<file path="src/rtl/rx_pkg.sv">
// Shared USB RX constants and the bit-timer state encoding.
// Used by the bit timer, the RX shift register and the RX control FSM.
package rx_pkg;

  localparam int CLKS_PER_BIT  = 8;
  localparam int BITS_PER_BYTE = 8;

  typedef logic [0:0] timer_state_t;

  localparam timer_state_t ST_IDLE   = 1'b0;
  localparam timer_state_t ST_ACTIVE = 1'b1;

endpackage

</file>
<file path="src/rtl/rx_phase_counter.sv">
// Modulo-MODULUS up-counter with synchronous clear, load-zero and enable.
// Priority: clear, then load-zero, then enable.
module rx_phase_counter #(
  parameter int MODULUS = 8,
  parameter int WIDTH   = $clog2(MODULUS)
) (
  input  logic             clk,
  input  logic             n_rst,
  input  logic             clear_i,
  input  logic             load_zero_i,
  input  logic             enable_i,
  output logic [WIDTH-1:0] count_o
);

  localparam logic [WIDTH-1:0] LAST = WIDTH'(MODULUS - 1);

  logic [WIDTH-1:0] count_q;
  logic [WIDTH-1:0] count_d;

  always_comb begin
    count_d = count_q;
    if (clear_i || load_zero_i) begin
      count_d = '0;
    end else if (enable_i) begin
      count_d = (count_q == LAST) ? '0 : count_q + WIDTH'(1);
    end
  end

  always_ff @(posedge clk or negedge n_rst) begin
    if (!n_rst) begin
      count_q <= '0;
    end else begin
      count_q <= count_d;
    end
  end

  assign count_o = count_q;

endmodule

</file>
<file path="src/rtl/rx_bit_timer.sv">
// USB RX bit-timing controller: recovers the bit phase from line edges,
// issues the per-bit sample strobe, gates stuffed bits and counts bytes.
module rx_bit_timer #(
  parameter int CLKS_PER_BIT  = rx_pkg::CLKS_PER_BIT,
  parameter int SAMPLE_POINT  = 3,
  parameter int BITS_PER_BYTE = rx_pkg::BITS_PER_BYTE
) (
  input  logic                               clk,
  input  logic                               n_rst,
  input  logic                               rcving,
  input  logic                               d_edge,
  input  logic                               ignore_bit,
  output logic                               sample_strobe,
  output logic                               shift_enable,
  output logic                               byte_received,
  output logic [$clog2(BITS_PER_BYTE+1)-1:0] bit_count
);

  import rx_pkg::*;

  localparam int PW = $clog2(CLKS_PER_BIT);
  localparam int CW = $clog2(BITS_PER_BYTE + 1);

  localparam logic [PW-1:0] SAMPLE_PHASE = PW'(SAMPLE_POINT);
  localparam logic [CW-1:0] LAST_BIT     = CW'(BITS_PER_BYTE - 1);

  timer_state_t  state_q;
  timer_state_t  state_d;
  logic          byte_rcvd_q;
  logic          byte_rcvd_d;
  logic          active;
  logic          counters_clear;
  logic [PW-1:0] phase;
  logic [CW-1:0] bit_cnt;

  always_comb begin
    state_d = state_q;
    case (state_q)
      ST_IDLE:   if (rcving)  state_d = ST_ACTIVE;
      ST_ACTIVE: if (!rcving) state_d = ST_IDLE;
      default:   state_d = ST_IDLE;
    endcase
  end

  always_ff @(posedge clk or negedge n_rst) begin
    if (!n_rst) begin
      state_q     <= ST_IDLE;
      byte_rcvd_q <= 1'b0;
    end else begin
      state_q     <= state_d;
      byte_rcvd_q <= byte_rcvd_d;
    end
  end

  assign active = (state_q == ST_ACTIVE);

  // Dropping rcving clears both counters on the same edge that leaves ACTIVE,
  // so a partial byte is simply discarded.
  assign counters_clear = !active || !rcving;

  rx_phase_counter #(
    .MODULUS (CLKS_PER_BIT),
    .WIDTH   (PW)
  ) u_phase (
    .clk         (clk),
    .n_rst       (n_rst),
    .clear_i     (counters_clear),
    .load_zero_i (d_edge),
    .enable_i    (active),
    .count_o     (phase)
  );

  rx_phase_counter #(
    .MODULUS (BITS_PER_BYTE),
    .WIDTH   (CW)
  ) u_bits (
    .clk         (clk),
    .n_rst       (n_rst),
    .clear_i     (counters_clear),
    .load_zero_i (1'b0),
    .enable_i    (shift_enable),
    .count_o     (bit_cnt)
  );

  assign sample_strobe = active && (phase == SAMPLE_PHASE);
  assign shift_enable  = sample_strobe && !ignore_bit;

  // The completing shift still reports its byte even if rcving falls with it.
  assign byte_rcvd_d   = shift_enable && (bit_cnt == LAST_BIT);
  assign byte_received = byte_rcvd_q;
  assign bit_count     = bit_cnt;

endmodule

</file>
<file path="config.mk">
export PLATFORM = sky130hd
export DESIGN_NAME = rx_bit_timer
export DESIGN_NICKNAME = d
export VERILOG_FILES = /design/src/rtl/rx_pkg.sv /design/src/rtl/rx_phase_counter.sv /design/src/rtl/rx_bit_timer.sv
export SDC_FILE = /design/constraint.sdc
export NUM_CORES = 1
export LEC_CHECK = 0
export BUFFER_PORTS_ARGS = -buffer_cell sky130_fd_sc_hd__buf_2
export CAP_MARGIN = 20
export CORE_AREA = 2 2 39 41
export DETAILED_ROUTE_END_ITERATION = 6
export DIE_AREA = 0 0 41 43
export SYNTH_ARGS = -nofsm -noshare
export SYNTH_HDL_FRONTEND = slang
export SYNTH_SLANG_ARGS = --single-unit
</file>
<file path="constraint.sdc">
create_clock -name clk -period 2.1 [get_ports clk]
set_clock_uncertainty 0.1 [all_clocks]
set_input_delay 0.21 -clock clk [delete_from_list [all_inputs] [get_ports clk]]
set_output_delay 0.21 -clock clk [all_outputs]
set_load 0.01 [all_outputs]
</file>
==> results.cfg, run 1 <==
[logic_synthesis]
ys_seq_elements = 9
syn_inst = 38
yosysUniqueCellTypes = 19
ys_warn_count = 0
synth_nets = 47
synth.avg_cell_area_um2 = 11.10
ys_seq_area_share_pct = 53.41
synth_top_family_by_area = simple AND/OR/NAND/NOR gates
synth-simple-area-share_pct = 26.11
synth-xor-area-share_pct = 2.077
synth_area_um2 = 421.7
yosysTopAreaCell = dfrtp_1
synthAdderAreaFrac_pct = 11.87
synth_compound_gate_area_share_pct = 2.374
synth_top_area_share_pct = 53.41
synthMuxAreaShare_pct = 2.374
synthTopCellsByArea = dfrtp_1 (53%), ha_1 (12%), nand3b_1 (5.3%)

[detailed_routing]
avgViaCountPerCell = 4.507
firstDrtPassIters = 4
first_iter_violations = 2
wl_per_cell_um = 11.56
vias = 320
totalWireLength_um = 821
ant_nets = 0
drc = 0

[floorplanning]
io_pins = 12
fp-row-count = 14
dieArea_um2 = 1763
initial_core_util_pct = 30.47
die_x_um = 41
core_area_um2 = 1384
die_h_um = 43

[global_route]
grt_antenna_before_repair = 0
grt_max_degree = 10
grt_pass1_vias = 314
grt_pass1_wl_um = 1380
gr-total-overflow = 0
grt_use_total_pct = 12.46

[min_path]
hold_class = input port to flip-flop

[worst_setup_path]
critPathArrivalTime_ps = 1590
crit_path_end_kind = output port
crit_fanout = 4
worst_ep_required_time_ps = 1790
crit_type = flip-flop to output port
cp-start-kind = flip-flop

[pwr]
p_total_uw = 325.1
ir_drop_mv = 0.2513
leakage_uw = 0.0002885
p_per_area_nw_per_um2 = 598.7

[flow_run]
drv_cap = 0

[timing]
max_freq_mhz = 525.9
whs_ps = 37.33
finalSetupViolations = 0
worstMarginPinSlew_ps = 269.6
relSlewSlack_pct = 81.99
hold_violations = 0
fin_setup_tns_ps = 0
post-route-period-util_pct = 90.55
min_period_ps = 1901
rsz0062_at_grt = false
maxSlewViolCount = 0

[final_layout]
final_area_um2 = 543.0
syn2layout_area_growth_pct = 28.78
drive_above_1_share_pct = 29.09
antenna_cells = 0
multiInputGateArea_um2 = 188.9
regArea_um2 = 225.2
fin_nets = 65
fillers = 145

[placed_design]
place_congestion = 0.6509
place_hpwl_um = 622.9
placed_area_um2 = 496.7
place.port_buffers = 11

[cts]
clk_pin_slew_worst_paths_ps = 60
cts-root-buf = clkbuf_4
cts_tree = done
h-tree-depth = 1
clock-sinks = 9
clock_latency_ps = 260
cts_made_buffers = 3
clockBufferDepth = 2

[status]
status = finished, final reports clean
cells in the mapped netlist (all sizes together):
cell type,instances
dfrtp,9
nor3,1
nor3b,1
and2,1
nand3b,3
nand2,5
nand2b,1
a21oi,2
xor2,1
nor2b,1
inv,2
nand4,1
or3b,1
nor4,1
nor2,2
ha,4
mux2i,1
nand3,1
sequential cells by signal, indices dropped and copies added, names as in the netlist:
| register | count |
|---|---|
| active | 1 |
| u_phase.count_o | 3 |
| u_bits.count_o | 4 |
| byte_received | 1 |
final cells by class:
cell class	instances	area share, %
sequential	9	41.47
multi-input combinational	27	34.79
timing repair buffer	13	13.82
clock buffer	4	4.839
tap	16	3.687
inverter	2	1.382
path summary, 6_finish.rpt:
check | cells after the start | startpoint | slack, ps | endpoint
max | 6 | u_phase.count_o[0]$_DFFE_PN0P_ | 200 | shift_enable
min | 2 | d_edge | 40 | u_phase.count_o[1]$_DFFE_PN0P_
max reg2reg | 5 | u_phase.count_o[0]$_DFFE_PN0P_ | 540 | u_bits.count_o[3]$_DFFE_PN0P_
min reg2reg | 1 | u_phase.count_o[0]$_DFFE_PN0P_ | 330 | u_phase.count_o[0]$_DFFE_PN0P_
max in group asynchronous | 2 | n_rst | 1490 | u_phase.count_o[1]$_DFFE_PN0P_
min in group asynchronous | 2 | n_rst | 230 | u_bits.count_o[2]$_DFFE_PN0P_
cell families (layout without fill, tap and decap cells):
family,after synthesis,in the layout
buf+inv,2,19
xor+xnor,1,1
compound gates,2,2
mux,1,1
simple gates,19,19
flops,9,9
fa+ha+maj,4,4
report_power, final:
part           leakage, µW  internal (µW)  switching [µW]
clock network    0.0000150           73.1            59.1
logic             0.000151           7.50            8.51
registers         0.000123            175            1.50
total             0.000288            256            69.1
placed cells by master, fill, tap and decap left out:
cell type      instances
buf_2                 11
nor3b_1                1
nor3_1                 1
nand4_1                1
nor2_1                 2
nand2_2                1
xor2_1                 1
nand2b_1               1
dfrtp_1                9
or3b_1                 1
and2_2                 1
a21oi_1                2
clkbuf_1               1
nand3_1                1
nand3b_1               3
nor2b_1                1
inv_1                  2
mux2i_1                1
clkbuf_4               3
nor4_1                 1
nand2_1                4
ha_1                   4
dlygate4sd3_1          2
through the flow:
step	std cells	worst slack [ps]	utilization, %
finish	71	198.5	39.24
global route	71	27.76	39.24
CTS	71	197.6	39.24
detailed placement	65	494.1	35.90
global placement	65	487.8	35.90
floorplan	38	718.0	-
critical path, cell delays in order (launching register included):
cell     delay, ps
dfrtp_1        340
ha_1           180
ha_1           240
nor2b_1        290
nand2_1        110
inv_1           60
buf_2          120
layer usage:
layer  part of all wire [%]  vias to the layer above  global-route usage (%)  wire, µm
met5                      0                        -                       0         0
met4                    1.7                        0                   6.000        14
met3                    8.0                        4                   7.853        66
met2                     47                       12                   16.56       386
met1                     43                      140                   15.23       354
li1                       -                      164                       -         -
timing repair:
| action | CTS | global route |
|---|---|---|
| hold buffers | 2 | 0 |
| hold endpoints to repair | 10 | 0 |
| setup buffers | 0 | 0 |
| endpoints found under the setup margin | 0 | 0 |
| resized for setup | 0 | 0 |
Note: power is estimated with default switching activity, not from simulation.
==> run 2: changes to the inputs <==
CTS_BUF_LIST = sky130_fd_sc_hd__clkbuf_4 sky130_fd_sc_hd__clkbuf_8 sky130_fd_sc_hd__clkbuf_16   (was default)
==> run 2 against run 1 <==
Wire length is 4.3% lower. Cell count stayed put. Clock-buffer cell count stayed put. Setup slack better by 8.0 ps. Sequential power hardly changed. Largest power group unchanged. Sequential share of layout area is 0.28 points lower.
==> results.cfg, run 2 (synthesis gave the netlist of run 1 again) <==
[pwr]
p_int_uw = 268.8
netSwitchingFraction_pct = 19.64
ir_drop_mv = 0.2520
leakage_uw = 0.0002919
p_per_area_nw_per_um2 = 611.7
power.switching_uw = 65.68
p_seq_share_pct = 52.9
clock_power_share_pct = 42.3
combPwrFrac_pct = 4.8

[floorplanning]
fp-row-count = 14
die_h_um = 43
initial_core_util_pct = 30.47
core_area_um2 = 1384
io_pins = 12
dieArea_um2 = 1763
die_x_um = 41

[cts]
h-tree-depth = 1
cts_made_buffers = 3
cts-hold-fix-buffers = 2
cts_resized = 0
clk_pin_slew_worst_paths_ps = 60
cts-root-buf = clkbuf_4
cts_tree = done
clockBufferDepth = 2
clock_latency_ps = 260
cts_setup_buffers = 0
clock-sinks = 9

[worst_setup_path]
rrSetupSlack_ps = 550
reg2reg_depth = 5
crit_type = flip-flop to output port
cp-startpoint = u_phase.count_o[0]$_DFFE_PN0P_
crit_fanout = 4
rr_endpoint = u_bits.count_o[3]$_DFFE_PN0P_
cp-start-kind = flip-flop
reg2reg_from = u_phase.count_o[0]$_DFFE_PN0P_
crit_path_end_kind = output port
critPathArrivalTime_ps = 1580
worst_ep_required_time_ps = 1790
endpoint = shift_enable

[global_route]
grt_pass1_vias = 312
grt_use_total_pct = 12.20
grt_antenna_before_repair = 0
grt_max_degree = 10
grt_pass1_wl_um = 1331
gr-total-overflow = 0

[placed_design]
place_congestion = 0.6509
place.port_buffers = 11
place_hpwl_um = 622.9
pre_cts_ws_ps = 494.1
dp.cells = 65

[min_path]
min_from = d_edge
hold_class = input port to flip-flop

[flow_run]
drv_cap = 0

[final_layout]
largest_reg_flops = 4
final_cell_mix = buf_2 (11), dfrtp_1 (9), nand2_1 (4), ha_1 (4), clkbuf_4 (4)
drive_above_1_share_pct = 30.91
antenna_cells = 0
syn2layout_area_growth_pct = 29.67
instances_no_fill = 71
layout_commonest_cell = buf_2
fillers = 145
fin_nets = 65

[timing]
rsz0062_at_grt = false
maxSlewViolCount = 0
finalSetupViolations = 0
worstMarginPinSlew_ps = 268.4
max_freq_mhz = 528.1
relSlewSlack_pct = 82.07
whs_ps = 33.80
setup_ws_ps = 206.5
post-route-period-util_pct = 90.17
fin_setup_tns_ps = 0
min_period_ps = 1894
hold_violations = 0

[detailed_routing]
avgViaCountPerCell = 4.479
first_iter_violations = 3
wl_per_cell_um = 11.07
vias = 318
firstDrtPassIters = 4
ant_nets = 0
drc = 0
totalWireLength_um = 786

[status]
status = finished, final reports clean
-- run 2: cell counts in the layout (fill, tap and decap cells not counted) --
Identical to the previous run, type by type.
-- run 2: power groups by stage --
stage,sequential (µW),clock (µW),combinational [µW]
6_report,177,142,15.9
5_1_grt,177,156,18.5
4_1_cts,177,149,16.5
3_5_place_dp,180,0,13.6
3_3_place_gp,180,0,13.9
2_1_floorplan,180,0,4.24
-- run 2: final cells by class --
cell class	instances	area, µm²	share of cell area, %
clock buffer	4	30.03	5.492
timing repair buffer	13	75.07	13.73
sequential	9	225.2	41.19
tap	16	20.02	3.661
multi-input combinational	27	188.9	34.55
inverter	2	7.507	1.373
-- run 2: routing by layer --
layer	global-route usage, %	vias up	routed length [µm]
met1	15.38	141	336
met2	15.63	9	362
met5	0	-	0
met3	7.853	4	65
met4	6.000	0	21
li1	-	164	-
-- run 2: worst min-delay path by stage --
stage / endpoint / slack, ps / cells after the start
global placement: active$_DFF_PN0_ / -20 / 1
finish: u_phase.count_o[1]$_DFFE_PN0P_ / 30 / 2
floorplan: active$_DFF_PN0_ / -190 / 0
CTS: u_phase.count_o[1]$_DFFE_PN0P_ / 30 / 2
global route: u_phase.count_o[1]$_DFFE_PN0P_ / 40 / 2
detailed placement: active$_DFF_PN0_ / -30 / 1
-- run 2: worst max-delay path, stage by stage (launching register included) --
cell and delay (ps):
dfrtp_1 340, ha_1 170, ha_1 240, nor2b_1 290, nand2_1 110, inv_1 60
buf_2 120
-- run 2: metrics by stage --
stage,cell area (µm²),utilization [%],power [µW]
2_1_floorplan,421.7,-,184.1
3_3_place_gp,496.7,35.90,193.9
3_5_place_dp,496.7,35.90,193.7
4_1_cts,546.8,39.51,342.0
5_1_grt,546.8,39.51,351.7
6_report,546.8,39.51,334.5
==> run 3: changes to the inputs <==
ABC_AREA = 1   (was default)
CORE_AREA = default   (was 2 2 39 41)
CORE_UTILIZATION = 35   (was default)
DIE_AREA = default   (was 0 0 41 43)
==> run 3 against run 2 <==
Via count increased by 18%. First-iteration DRC count decreased by 33%. Power increased by 2.4%. Cell count increased by 17%. Global-route usage increased by 2.0 points. Register-to-register slack improved by 20 ps. Setup slack improved by 180 ps. Worst hold slack improved by 46 ps. Largest cell class unchanged. Largest power group unchanged. Highest routed layer unchanged.
==> results.cfg, run 3 <==
[pwr]
clock_power_share_pct = 43.0
ir_drop_mv = 0.3437
p_int_uw = 269.4
p_total_uw = 342.6
p_per_area_nw_per_um2 = 592.6
power.switching_uw = 73.15
p_seq_share_pct = 51.6
netSwitchingFraction_pct = 21.35
combPwrFrac_pct = 5.4
leakage_uw = 0.0003410

[detailed_routing]
avgViaCountPerCell = 4.518
first_iter_violations = 2
wl_per_cell_um = 10.40
ant_nets = 0
vias = 375
firstDrtPassIters = 2
drc = 0
totalWireLength_um = 863

[worst_setup_path]
crit_path_end_kind = output port
reg2reg_depth = 7
crit_fanout = 3
worst_ep_required_time_ps = 1790
rr_endpoint = u_bits.count_o[2]$_DFFE_PN0P_
rrSetupSlack_ps = 570
crit_type = flip-flop to output port
reg2reg_from = u_phase.count_o[0]$_DFFE_PN0P_
critPathArrivalTime_ps = 1410
cp-start-kind = flip-flop

[logic_synthesis]
synth.avg_cell_area_um2 = 8.758
synth_area_um2 = 455.4
synth_flop_cell = dfrtp_1
syn_inst = 52
synth_nets = 61
yosysTopAreaCell = dfrtp_1
synthTopCellsByArea = dfrtp_1 (49%), nand2_1 (12%), ha_1 (11%)
synth_top_area_share_pct = 49.45
synth_edf_count = 0
synth_commonest_cells = nand2_1 (15), dfrtp_1 (9), inv_1 (9)
yosysMostFrequentCell = nand2_1
ys_seq_area_share_pct = 49.45
ys_warn_count = 0
async_reset_ff_share_pct = 100.0
ys_seq_elements = 9
yosysUniqueCellTypes = 13

[final_layout]
drive_above_1_share_pct = 27.54
final_cell_mix = nand2_1 (15), buf_2 (11), inv_1 (9), dfrtp_1 (9)
fin_nets = 79
layout_commonest_cell = nand2_1
antenna_cells = 0
final_area_um2 = 578.1
instances_no_fill = 83
syn2layout_area_growth_pct = 26.92
largest_reg_flops = 4

[timing]
worstMarginPinSlew_ps = 250.1
maxSlewViolCount = 0
setup_ws_ps = 383.2
max_freq_mhz = 582.5
relSlewSlack_pct = 83.17
rsz0062_at_grt = false
hold_violations = 0
finalSetupViolations = 0
min_period_ps = 1717
fin_setup_tns_ps = 0
post-route-period-util_pct = 81.75

[placed_design]
placed_area_um2 = 528.0
dp.cells = 77
place.port_buffers = 11
place_congestion = 0.7549
place_hpwl_um = 618.1
pre_cts_ws_ps = 592.2

[floorplanning]
fp-row-count = 12
initial_core_util_pct = 39.39
io_pins = 12
die_h_um = 38.07
die_x_um = 38.07
core_area_um2 = 1156
dieArea_um2 = 1449

[global_route]
grt_use_total_pct = 14.16
grt_antenna_before_repair = 0
grt_pass1_vias = 306
gr-total-overflow = 0
grt_pass1_wl_um = 1331
grt_max_degree = 10

[min_path]
whs_path_depth = 2
min_from = ignore_bit
hold_class = input port to flip-flop
hold_end = byte_received$_DFF_PN0_

[cts]
clock_latency_ps = 260
cts-root-buf = clkbuf_4
cts_made_buffers = 3
h-tree-depth = 1
cts_resized = 0
clock-sinks = 9
clk_pin_slew_worst_paths_ps = 60
clockBufferDepth = 2
cts_tree = done

[status]
status = finished, final reports clean

[flow_run]
drv_cap = 0
## run 3: cell types whose count changed after synthesis, moves of 2 or more
cell      previous run  this run
nand2_1              4        15
inv_1                2         9
nand3b_1             3         0
a21oi_1              2         0
nand3_1              1         3
nor2_1               2         4
## run 3: through the flow
step                      utilization [%]  hold WS, ps
after floorplan                         -       -185.6
final                               50.00        80.05
after global routing                50.00        74.50
after global placement              45.67       -29.00
after CTS                           50.00        71.76
after detailed placement            45.67       -27.63
## run 3: area by class of cell
type / instances / area (µm²)
Timing Repair Buffer: 13 / 75.07
Clock buffer: 4 / 30.03
Sequential cell: 9 / 225.2
Inverter: 9 / 33.78
Tap cell: 14 / 17.52
Multi-Input combinational cell: 34 / 196.4
Fill cell: 119 / 578.1
## run 3: metal layers
| metal | track usage (%) | share of wire, % | up-vias |
|---|---|---|---|
| li1 | - | - | 198 |
| met1 | 16.91 | 51 | 168 |
| met2 | 20.34 | 42 | 7 |
| met3 | 5.233 | 4.8 | 2 |
| met4 | 10.71 | 1.6 | 0 |
| met5 | 0 | 0 | - |
## run 3: worst max-delay path by stage
stage	start	end	slack [ps]	cells past startpoint
after global routing	u_phase.count_o[0]$_DFFE_PN0P_	shift_enable	310	5
final	u_phase.count_o[0]$_DFFE_PN0P_	shift_enable	380	5
after floorplan	u_phase.count_o[0]$_DFFE_PN0P_	u_bits.count_o[2]$_DFFE_PN0P_	710	7
after detailed placement	u_phase.count_o[0]$_DFFE_PN0P_	u_bits.count_o[2]$_DFFE_PN0P_	590	7
after global placement	u_phase.count_o[0]$_DFFE_PN0P_	u_bits.count_o[2]$_DFFE_PN0P_	610	7
after CTS	u_phase.count_o[0]$_DFFE_PN0P_	shift_enable	370	5
## run 3: kinds of logic after synthesis
group | after synthesis | share of synthesized area (%)
and+or+nand+nor | 29 | 31.04
buffers and inverters | 9 | 7.417
DFF | 9 | 49.45
adders and majority gates | 4 | 10.99
AOI/OAI and AO/OA | 1 | 1.098
## run 3: worst max-delay path: stages, from the launching register on
cell and delay, ps:
dfrtp_1 400, ha_1 220, ha_1 190, nand2_1 150, nor2_4 60, buf_2 130
## run 3: power by group through the flow
stage               combinational (µW)  clock (µW)  sequential (µW)
global placement                  15.8           0              180
CTS                               19.1         152              177
detailed placement                16.0           0              180
global route                      21.6         163              177
finish                            18.6         147              177
floorplan                         6.32           0              180
## run 3: repair_timing
item	4_1_cts	5_1_grt
endpoints found under the hold margin	10	0
hold buffers	2	0
buffers inserted	0	0
